`src/rtl/adc_avg_bcd.sv`:
```
// Block-averages ADC samples, scales the mean to centivolts and converts it
// to three BCD digits with a serial double-dabble, one result per block.
//
// Ports:
//   clk          system clock, all logic on posedge
//   rst          synchronous active-low reset
//   sample_in    8-bit ADC conversion result
//   sample_valid strobe, sample_in accepted in every cycle it is high
//   avg_out      most recent block mean (truncated)
//   bcd_hund     hundreds digit of mean*2
//   bcd_tens     tens digit of mean*2
//   bcd_ones     ones digit of mean*2
//   bcd_valid    one-cycle pulse when the digits update
//   busy         conversion in progress
//   overrun      sticky, a pending block was overwritten
module adc_avg_bcd #(
  parameter int AVG_LOG2 = 2
) (
  input  logic       clk,
  input  logic       rst,
  input  logic [7:0] sample_in,
  input  logic       sample_valid,
  output logic [7:0] avg_out,
  output logic [3:0] bcd_hund,
  output logic [3:0] bcd_tens,
  output logic [3:0] bcd_ones,
  output logic       bcd_valid,
  output logic       busy,
  output logic       overrun
);

  localparam int AW = 8 + AVG_LOG2;
  localparam int CW = (AVG_LOG2 > 0) ? AVG_LOG2 : 1;
  localparam int NS = 1 << AVG_LOG2;

  typedef enum logic {
    IDLE,
    CONV
  } state_e;

  state_e      state_q, state_d;
  logic [AW-1:0] acc_q, acc_d;
  logic [CW-1:0] cnt_q, cnt_d;
  logic [7:0]  avg_q, avg_d;
  logic [8:0]  sh_q, sh_d;
  logic [11:0] scr_q, scr_d;
  logic [3:0]  sc_q, sc_d;
  logic        pend_q, pend_d;
  logic [8:0]  pval_q, pval_d;
  logic        ovr_q, ovr_d;
  logic [3:0]  hund_q, hund_d;
  logic [3:0]  tens_q, tens_d;
  logic [3:0]  ones_q, ones_d;
  logic        valid_q, valid_d;

  logic [AW-1:0] sum;
  logic          blk_last;
  logic          blk_done;
  logic [7:0]    mean;
  logic [8:0]    value;
  logic [11:0]   adj;
  logic [11:0]   scr_sh;
  logic [8:0]    sh_sh;
  logic          fin;

  assign sum      = acc_q + AW'(sample_in);
  // With a one-sample window every accepted sample closes the block.
  assign blk_last = (AVG_LOG2 == 0) || (cnt_q == CW'(NS - 1));
  assign blk_done = sample_valid && blk_last;
  assign mean     = sum[AVG_LOG2 +: 8];
  assign value    = {mean, 1'b0};

  // Double-dabble step: correct each nibble, then shift in the next bit.
  always_comb begin
    adj = scr_q;
    for (int i = 0; i < 3; i++) begin
      if (scr_q[4*i +: 4] >= 4'd5) begin
        adj[4*i +: 4] = scr_q[4*i +: 4] + 4'd3;
      end
    end
  end

  assign {scr_sh, sh_sh} = {adj, sh_q} << 1;
  assign fin = (sc_q == 4'd8);

  always_comb begin
    acc_d = acc_q;
    cnt_d = cnt_q;
    avg_d = avg_q;
    if (sample_valid) begin
      if (blk_last) begin
        acc_d = '0;
        cnt_d = '0;
        avg_d = mean;
      end else begin
        acc_d = sum;
        cnt_d = cnt_q + CW'(1);
      end
    end
  end

  always_comb begin
    state_d = state_q;
    sh_d    = sh_q;
    scr_d   = scr_q;
    sc_d    = sc_q;
    pend_d  = pend_q;
    pval_d  = pval_q;
    ovr_d   = ovr_q;
    hund_d  = hund_q;
    tens_d  = tens_q;
    ones_d  = ones_q;
    valid_d = 1'b0;
    unique case (state_q)
      IDLE: begin
        if (blk_done) begin
          sh_d    = value;
          scr_d   = '0;
          sc_d    = '0;
          state_d = CONV;
        end
      end
      CONV: begin
        sh_d  = sh_sh;
        scr_d = scr_sh;
        sc_d  = sc_q + 4'd1;
        if (fin) begin
          hund_d  = scr_sh[11:8];
          tens_d  = scr_sh[7:4];
          ones_d  = scr_sh[3:0];
          valid_d = 1'b1;
          // The pending block is consumed here, so a block closing on
          // this same edge takes its slot without counting as overrun.
          if (pend_q) begin
            sh_d   = pval_q;
            scr_d  = '0;
            sc_d   = '0;
            pend_d = blk_done;
            if (blk_done) begin
              pval_d = value;
            end
          end else if (blk_done) begin
            sh_d  = value;
            scr_d = '0;
            sc_d  = '0;
          end else begin
            state_d = IDLE;
          end
        end else if (blk_done) begin
          if (pend_q) begin
            ovr_d = 1'b1;
          end
          pend_d = 1'b1;
          pval_d = value;
        end
      end
      default: state_d = IDLE;
    endcase
  end

  always_ff @(posedge clk) begin
    if (!rst) begin
      state_q <= IDLE;
      acc_q   <= '0;
      cnt_q   <= '0;
      avg_q   <= '0;
      sh_q    <= '0;
      scr_q   <= '0;
      sc_q    <= '0;
      pend_q  <= 1'b0;
      pval_q  <= '0;
      ovr_q   <= 1'b0;
      hund_q  <= '0;
      tens_q  <= '0;
      ones_q  <= '0;
      valid_q <= 1'b0;
    end else begin
      state_q <= state_d;
      acc_q   <= acc_d;
      cnt_q   <= cnt_d;
      avg_q   <= avg_d;
      sh_q    <= sh_d;
      scr_q   <= scr_d;
      sc_q    <= sc_d;
      pend_q  <= pend_d;
      pval_q  <= pval_d;
      ovr_q   <= ovr_d;
      hund_q  <= hund_d;
      tens_q  <= tens_d;
      ones_q  <= ones_d;
      valid_q <= valid_d;
    end
  end

  assign avg_out   = avg_q;
  assign bcd_hund  = hund_q;
  assign bcd_tens  = tens_q;
  assign bcd_ones  = ones_q;
  assign bcd_valid = valid_q;
  assign busy      = (state_q == CONV);
  assign overrun   = ovr_q;

endmodule

```
`config.mk`:
```
export PLATFORM = sky130hd
export DESIGN_NAME = adc_avg_bcd
export DESIGN_NICKNAME = d
export VERILOG_FILES = /design/src/rtl/adc_avg_bcd.sv
export SDC_FILE = /design/constraint.sdc
export NUM_CORES = 1
export LEC_CHECK = 0
export CAP_MARGIN = 20
export CORE_ASPECT_RATIO = 2
export CORE_UTILIZATION = 45
export CTS_BUF_LIST = sky130_fd_sc_hd__clkbuf_4
export CTS_CLUSTER_DIAMETER = 100
export DETAILED_ROUTE_END_ITERATION = 7
export GPL_ROUTABILITY_DRIVEN = 0
export MAX_ROUTING_LAYER = met4
export PLACE_DENSITY = 0.69
export SLEW_MARGIN = 20
export SYNTH_ARGS = -nofsm -noshare
export SYNTH_HDL_FRONTEND = slang
export SYNTH_SLANG_ARGS = --single-unit
```
`constraint.sdc`:
```
create_clock -name clk -period 2.9 [get_ports clk]
set_input_delay 0.29 -clock clk [delete_from_list [all_inputs] [get_ports clk]]
set_output_delay 0.29 -clock clk [all_outputs]
set_load 0.01 [all_outputs]
```
==> results of run 1 <==
==> state kept, by name, summed over array words and instances, names as in the netlist <==
signal     cells
avg_out        8
bcd_ones       4
sc_q           4
bcd_tens       4
cnt_q          2
bcd_valid      1
scr_q         12
sh_q           8
busy           1
acc_q         10
overrun        1
bcd_hund       4
pval_q         8
pend_q         1
==> worst min-delay path, cell delays in order (launching register included) <==
cell     delay, ps
dfxtp_1        320
nand2_1         50
a21oi_1         50
==> area by class of cell <==
cell class	count	share of cell area (%)
Clock buffer	12	2.154
Clock inverter	4	0.3889
Inverter	16	1.436
Multi-Input combinational cell	341	50.02
Sequential cell	68	32.55
Tap cell	96	2.872
Timing Repair Buffer	48	10.59
==> per-layer routing <==
layer  share of wire [%]  vias to the layer above  GRT usage, %
li1                    -                     1700             -
met1                  37                     1633         25.36
met2                  56                      102         47.60
met3                 3.6                       23         4.965
met4                 3.1                        0         14.32
met5                   0                        -             -
==> path summary, 6_finish.rpt <==
check	from	to	slack, ps	depth (start not counted)
hold / removal	bcd_hund[1]$_SDFFE_PN0P_	bcd_hund[1]$_SDFFE_PN0P_	460	2
hold reg to reg	bcd_hund[1]$_SDFFE_PN0P_	bcd_hund[1]$_SDFFE_PN0P_	460	2
setup reg to reg	acc_q[0]$_SDFFE_PN0P_	pval_q[7]$_SDFFE_PN0P_	570	7
setup / recovery	acc_q[0]$_SDFFE_PN0P_	pval_q[7]$_SDFFE_PN0P_	570	7
==> cells in the mapped netlist (all sizes together) (4+ instances only) <==
library cell / count
dfxtp: 68
a21oi: 53
nand2: 45
nor2: 44
o21ai: 32
clkbuf: 19
ha: 17
inv: 16
nor3: 12
nand3: 11
a22oi: 9
buf: 9
nor3b: 8
nor2b: 7
a211oi: 6
a31oi: 6
and2: 6
mux2i: 6
nand2b: 6
o31ai: 5
a21o: 4
o22ai: 4
o31a: 4
xnor2: 4
==> report_power, final <==
part	internal, mW	switching (mW)
clock network	0.196	0.340
registers	0.960	0.0192
logic	0.124	0.199
==> cells by family after synthesis <==
group / Yosys count / share of synthesized area [%]
simple gates: 160 / 21.64
flops: 68 / 37.54
compound gates: 151 / 26.54
mux: 6 / 1.656
fa+ha+maj: 18 / 6.418
buf+inv: 44 / 4.761
xor+xnor: 6 / 1.449
==> layout by cell type (no fill, tap or decap), types with 12 or more instances in the layout <==
cell type and n:
a21oi_1 53, buf_4 15, clkbuf_4 12, clkdlybuf4s50_1 33, dfxtp_1 68, ha_1 17
inv_1 16, nand2_1 45, nor2_1 44, nor3_1 12, o21ai_0 30
==> stage by stage <==
| stage | utilization [%] | hold WS (ps) | setup slack (ps) | std cells | power (mW) |
|---|---|---|---|---|---|
| after global placement | 51.70 | 443.3 | 241.5 | 569 | 1.310 |
| after CTS | 53.05 | 464.0 | 581.3 | 585 | 1.849 |
| after floorplan | - | 436.3 | 903.2 | 453 | 1.224 |
| final | 53.05 | 460.8 | 574.4 | 585 | 1.839 |
| after detailed placement | 51.70 | 447.7 | 180.0 | 569 | 1.317 |
| after global routing | 53.05 | 483.2 | 354.8 | 585 | 1.925 |
==> results.md, run 1 <==
- Area after DPL: 0.004076 mm²
- Critical Path Fanout Max: 5
- TNS Setup: 0 ps
- CP delay by family, top: compound AO/OA/AOI/OAI gates
- Status: completed
- Nets: between 500 and 600
- Worst Tran Pin Value: 813.8 ps
- Clock sink total: between 60 and 70
- Max frequency: 430.0 MHz
- Clk root buf: clkbuf_4
- Max incr delay on CP: 450 ps
- VDD IR max: 0.2744 mV
- Number of synthesized flops with an enable pin: 0
- Yosys Warn Count: 0
- I/O Pins: 34
- Reg area: 0.001361 mm²
- Worst Hold Class: reg2reg
- Post-Route WL: 9741 µm
- Die footprint: 0.008443 mm²
- Dpl hpwl: 7064 µm
- Die X: 65.48 µm
- Fill count: 782
- GR Overflow Total: 0
- Initial antenna violation count: 0
- Minimum clock period: 2326 ps
- First-pass GRT wire length: 16290 µm
- Pin count of the biggest net entering global routing: 36
- Number of port buffers: 33
- Crit end category: flop
- Critical path class: reg2reg
- Register area share after synthesis: 37.54%
- Final count of pins violating max slew: 0
- Power per Cell Area: 439.7 mW/mm²
- Detailed Routing Iterations Pass 1: 5
- Skew final: ~15 ps
- Vias per cell: 5.911
- Core Region: 0.007885 mm²
- Starting Density: 45.99%
- Share of Yosys cell area claimed by the top area cell type: 37.54%
- DR iter-0 viols: 217
- Hold_buf cts: 0
- Reg clk slew, reported paths: 110 ps
- Mapped Cells: 453
- CTS tree: done
- Clock tree buffer depth: 2
- Final period util: about four fifths
- Vias in the first global route: 3416
- Clock latency on the worst-skew pair: around 440 ps
- Leak: around 1.5 nW
- CP cell instances: ha_1 > fa_1 > a211oi_2 > nor3_1 > o41ai_2 > nand2_1 > o31ai_1
- Synth top area cells: dfxtp_1 (38%), a21oi_1 (7.3%), ha_1 (5.9%)
- Global Route Usage Sum: 26.30%
- Synthesized flop and latch total: between 60 and 70
- Prevailing post-synth register cell: dfxtp_1
- Area growth syn-to-layout: 15.36%
- DR vias: 3458
- Unrepaired setup endpoints after global routing: no
- Syn nets: around 480
- Mapped Area: 0.003626 mm²
- # Post-CTS Setup Buffers: 0
- CP max stage cell: fa_1
- Floorplan die height: 128.9 µm
- Routed Antenna Nets: 0
- Relative slew margins: 45.75%
- Max cap viols: 0
- Final setup viols: 0
- # resized after CTS: 0
- Multi-input logic area: 0.002092 mm²
- Buf/Inv on CP: 0
- Share of cells above drive strength 1: 6.544%
- Element type at the critical path start: flop
- Ys async rst share: 0%
- Synth Area per Inst: approximately 8.0 µm²
- Final Cell Area: 0.004183 mm²
- Clock buffer count from CTS: 9
- Data required, critical path: 3260 ps
- Post-synthesis cell type count: 61
- Critical Path AT: ~2700 ps
- Number of diodes: 0
- Cell taking the most area after synthesis: dfxtp_1
- Hold Fails Final Rpt: 0
- Wire per inst: 16.65 µm
- Htree depth: 3
- Drt drc: 0
- Cell Rows: 46
Power figures use the tool's default switching activity.
==> run 2, diff against run 1 <==
clock period = 2.38 ns   (was 2.9 ns; I/O delays follow)
==> results.md, run 2 (synthesis gave the netlist of run 1 again) <==
- # Post-CTS Setup Buffers: 0 (unchanged)
- Most flops, register: scr_q
- Number of port buffers: 33 (unchanged)
- Power per Cell Area: 613.9 mW/mm² (+40%)
- Post-Route WL: 10140 µm (+4.1%)
- Internal cell power: 2.013 mW (+57%)
- Part of the power in registers: 43.6% (-9.6 points)
- Net switching power: 726.9 µW (+30%)
- Initial antenna violation count: 1 (+1)
- GR Overflow Total: 0 (unchanged)
- Reg clk slew, reported paths: 120 ps (about the same)
- Drt drc: 0 (unchanged)
- Cell Rows: 46 (unchanged)
- Clock latency on the worst-skew pair: 460 ps (+20 ps)
- Pin count of the biggest net entering global routing: 30 (-17%)
- Reg2reg start: acc_q[0]$_SDFFE_PN0P_
- Max FFs per register: 12 (unchanged)
- Busiest grt layer: met2
- M2 GR Usage: 48.15% (+0.55 points)
- Clock power share: 40.1% (+11 points)
- Die footprint: 0.008443 mm² (unchanged)
- # resized after CTS: 0 (unchanged)
- Vias per cell: 5.857 (-0.91%)
- CTS tree: done
- Data required, critical path: 2750 ps (-510 ps)
- Area growth syn-to-layout: 23.08%
- Clock tree buffer depth: 2 (unchanged)
- Largest regs: scr_q x12, acc_q x10
- Clock sink total: 68 (unchanged)
- Hold WS: 461.6 ps (+0.7440 ps)
- Worst Hold Class: reg2reg
- I/O Pins: 34 (unchanged)
- Met3 Track Usage GR: 4.610% (-0.35 points)
- Global Route Usage Sum: 27.39% (+1.1 points)
- Detailed Routing Iterations Pass 1: 4 (-1)
- Element type at the critical path start: flop
- Final count of pins violating max slew: 0 (unchanged)
- Final Cell Area: 0.004463 mm² (+6.7%)
- Critical Path Fanout Max: 5 (unchanged)
- Core Region: 0.007885 mm² (unchanged)
- Critical Path AT: 2550 ps (-130 ps)
- Net Sw Frac: 26.53% (-3.9 points)
- Final period util: 91.48% (+11 points)
- Most frequent cells in the layout: dfxtp_1 (68), a21oi_1 (53), nand2_1 (45)
- Hold Fails Final Rpt: 0 (unchanged)
- Status: completed
- Skew final: 10.89 ps (-3.839 ps)
- Die X: 65.48 µm (unchanged)
- Unrepaired setup endpoints after global routing: no
- Critical path class: reg2reg
- Crit end category: flop
- Starting Density: 45.99% (unchanged)
- Htree depth: 3 (unchanged)
- Max frequency: 459.3 MHz (+6.8%)
- Finished Core Util: 56.60% (+3.6 points)
- Leak: 1.690 nW (+9.9%)
- Max cap viols: 0 (unchanged)
- Met1 usage: 25.67% (+0.31 points)
- Power share of the combinational group: 16.3% (-1.3 points)
- Routed Antenna Nets: 0 (unchanged)
- Relative slew margins: 62.11% (+16 points)
- Floorplan die height: 128.9 µm (unchanged)
- Minimum clock period: 2177 ps (-148.3 ps)
- DR vias: 3567 (+3.2%)
- Dpl hpwl: 7602 µm (+7.6%)
- Clk root buf: clkbuf_4
- Worst Tran Pin Value: 562.5 ps (-251.3 ps)
- Nets: 536 (+4.5%)
- Hold path start: bcd_ones[1]$_SDFFE_PN0P_
- Hold_buf cts: 0 (unchanged)
- Most common cell after layout, fill and taps aside: dfxtp_1
- First-pass GRT wire length: 16710 µm (+2.6%)
- DR iter-0 viols: 194 (-11%)
- Wire per inst: 16.65 µm (about the same)
- Final setup viols: 0 (unchanged)
- Vias in the first global route: 3546 (+3.8%)
- VDD IR max: 0.3565 mV (+30%)
- Share of cells above drive strength 1: 11.33% (+4.8 points)
- Clock buffer count from CTS: 9 (unchanged)
- Area after DPL: 0.004249 mm² (+4.2%)
- Critical Path Source: acc_q[0]$_SDFFE_PN0P_
-- run 2: worst max-delay path, stage by stage, from the launching register on --
cell and delay (ps):
dfxtp_1 330, ha_1 200, fa_1 410, a211oi_2 190, buf_4 170, nor3_1 90
o41ai_2 360, nand2_1 120, o31ai_1 220
-- run 2: final timing paths --
kind                                                 end  slack [ps]  cells after the start
worst max-delay path              pval_q[7]$_SDFFE_PN0P_         200                      8
worst min-delay path            bcd_ones[1]$_SDFFE_PN0P_         460                      2
worst max register to register    pval_q[7]$_SDFFE_PN0P_         200                      8
worst min register to register  bcd_ones[1]$_SDFFE_PN0P_         460                      2
-- run 2: cell type report --
cell class                      count  area [µm²]
Fill cell                         747        3422
Multi-Input combinational cell    341        2092
Sequential cell                    68        1361
Timing Repair Buffer               71       615.6
Clock inverter                      6       136.4
Tap cell                           96       120.1
Clock buffer                       10       75.07
Inverter                           16       60.06
Antenna cell                        1       2.502
-- run 2: per-layer routing --
| metal | vias up | share of wire (%) |
|---|---|---|
| met2 | 94 | 55 |
| met3 | 43 | 3.1 |
| met4 | 0 | 6.9 |
| li1 | 1754 | - |
| met5 | - | 0 |
| met1 | 1676 | 35 |
-- run 2: power groups by stage --
stage	Combinational (mW)	Sequential, mW	Clock [mW]
after CTS	0.443	1.19	1.11
after detailed placement	0.439	1.22	0
after global routing	0.497	1.20	1.16
final	0.447	1.19	1.10
after floorplan	0.279	1.21	0
after global placement	0.429	1.22	0
-- run 2: metrics by stage --
stage | cells | power [mW] | setup slack (ps) | TNS, ps
finish | 609 | 2.740 | 202.7 | 0
floorplan | 453 | 1.491 | 395.2 | 0
detailed placement | 592 | 1.658 | -139.3 | -925.4
global route | 609 | 2.858 | 34.51 | 0
CTS | 608 | 2.749 | 201.8 | 0
global placement | 592 | 1.647 | -89.17 | -371.3
==> variant (settings of run 1) <==
Register the output `avg_out` once more, with the module's reset; this adds one clock of latency there. The other outputs are not delayed to match.
--- a/src/rtl/adc_avg_bcd.sv
+++ b/src/rtl/adc_avg_bcd.sv
@@ -192,7 +192,13 @@
     end
   end
 
-  assign avg_out   = avg_q;
+  always_ff @(posedge clk) begin
+    if (!rst) begin
+      avg_out <= '0;
+    end else begin
+      avg_out <= avg_q;
+    end
+  end
   assign bcd_hund  = hund_q;
   assign bcd_tens  = tens_q;
   assign bcd_ones  = ones_q;
Function: changed (a bounded check fails within 10 cycles, from zero or initial values and one cycle with rst low).
==> variant against run 1 <==
  * Worst setup slack better by 0.15 ns
  * Area after synthesis is 6.2% higher
  * Largest cell class unchanged
  * Final cell count is 0.51% higher
  * Sequential share of layout area is 1.8 points higher
  * Global-route usage is 2.5 points lower
  * Final area is 5.9% higher
  * Clock power is 34% higher
  * Fmax is 6.7% higher
  * Non-clock buffer count is 2 lower
  * Sequential cell count is 8 higher
  * Power is 17% higher
  * Wire length is 1.6% lower
==> variant: results (changes against run 1) <==
metric,value,unit,change
status,"complete, no violations",,unchanged
Total Wirelength,9.59,mm,was 9.74 mm
largest net degree at the start of global routing,29,,was 36
xor/xnor share of the synthesized area,2.24,%,was 1.45%
hold_ws,0.462,ns,was 0.461 ns
M1 WL,3.63,mm,was 3.62 mm
Worst R2R Start,sc_q[0]$_SDFFE_PN0P_,,was acc_q[0]$_SDFFE_PN0P_
met1 usage,24.1,%,was 25.4%
grt met2 use,41.4,%,was 47.6%
maximum vdd drop,0.345,mV,was 0.274 mV
Cell Int Power,1.56,mW,was 1.28 mW
part of the power in the clock network,33.5,%,was 29.2%
Cells after DPL,572,,was 569
Arrival @ worst endpoint,2.52,ns,was 2.68 ns
Pleak,1.64,nW,was 1.54 nW
reg2reg end,sc_q[3]$_SDFFE_PN0P_,,was pval_q[7]$_SDFFE_PN0P_
skew final,0.0224,ns,was 0.0147 ns
placed inst area,4280,sq um,was 4080 sq um
Synth top cells by count,"76 x dfxtp_1, 52 x nand2_1, 49 x a21oi_1",,"was 68 x dfxtp_1, 53 x a21oi_1, 45 x nand2_1"
Synth Area in Compound Gates,25.4,%,was 26.5%
Slew @ Worst Pin,0.612,ns,was 0.814 ns
setup ws final,0.720,ns,was 0.574 ns
metal3 WL,384,um,was 353 um
Synth Area in Adders,6.04,%,was 6.42%
Total GRT Usage,23.8,%,was 26.3%
Pre-antenna DRT Iters,7,,was 5
routed wl met2,5.22,mm,was 5.47 mm
r2r worst-path depth,6,,was 7
initial antenna violation count,1,,was 0
CP Max Fanout,12,,was 5
Synth Net Count,485,,was 482
Logic power comb,332,uW,was 324 uW
DR iter-0 viols,172,,was 217
vias in the first global route,3283,,"was 3,416"
Post-Place Setup Slack,0.301,ns,was 0.180 ns
post-synthesis mux area share,2.37,%,was 1.66%
Hold Path End,avg_q[1]$_SDFFE_PN0P_,,was bcd_hund[1]$_SDFFE_PN0P_
slowest stage cell on the critical path,o21a_1,,was fa_1
Hold Path Origin,avg_q[1]$_SDFFE_PN0P_,,was bcd_hund[1]$_SDFFE_PN0P_
dpl hpwl,6.97,mm,was 7.06 mm
# nets final,514,,was 513
fillers,770,,was 782
Synth area leaders,"dfxtp_1 39%, a21oi_1 6.4%, ha_1 5.5%, nand2_1 5.1%, nor2_1 3.7%",,"was dfxtp_1 38%, a21oi_1 7.3%, ha_1 5.9%, nand2_1 4.7%, nor2_1 4.6%"
WL/cell,16.3,um,was 16.7 um
routed vias/inst,5.72,,was 5.91
syn avg cell area,8.45,sq um,was 8.00 sq um
-- variant: cell types whose count changed after synthesis, moves of 6 or more --
cell / change
and2_1: +15
buf_2: +10
clkbuf_1: -6
dfxtp_1: +8
nand2_1: +7
nor2_1: -6
nor3_1: -7
-- variant: final cells by class --
class | count | area (sq um) | area share [%]
inverter | 12 | 45.0 | 1.02
multi-input combinational | 340 | 2160 | 48.7
timing repair buffer | 46 | 428 | 9.66
antenna | 1 | 2.50 | 0.0565
clock inverter | 5 | 77.6 | 1.75
clock buffer | 10 | 75.1 | 1.69
tap | 98 | 123 | 2.77
sequential | 76 | 1520 | 34.3
-- variant: worst max-delay path, delay by kind of cell (launching register included) --
family / cells / cell delay (ns)
adder cells (fa/ha/maj): 1 / 0.22
buffers and inverters: 1 / 0.07
flip-flops: 1 / 0.44
AND/OR/NAND/NOR: 2 / 0.55
AO/OA/AOI/OAI: 2 / 0.81
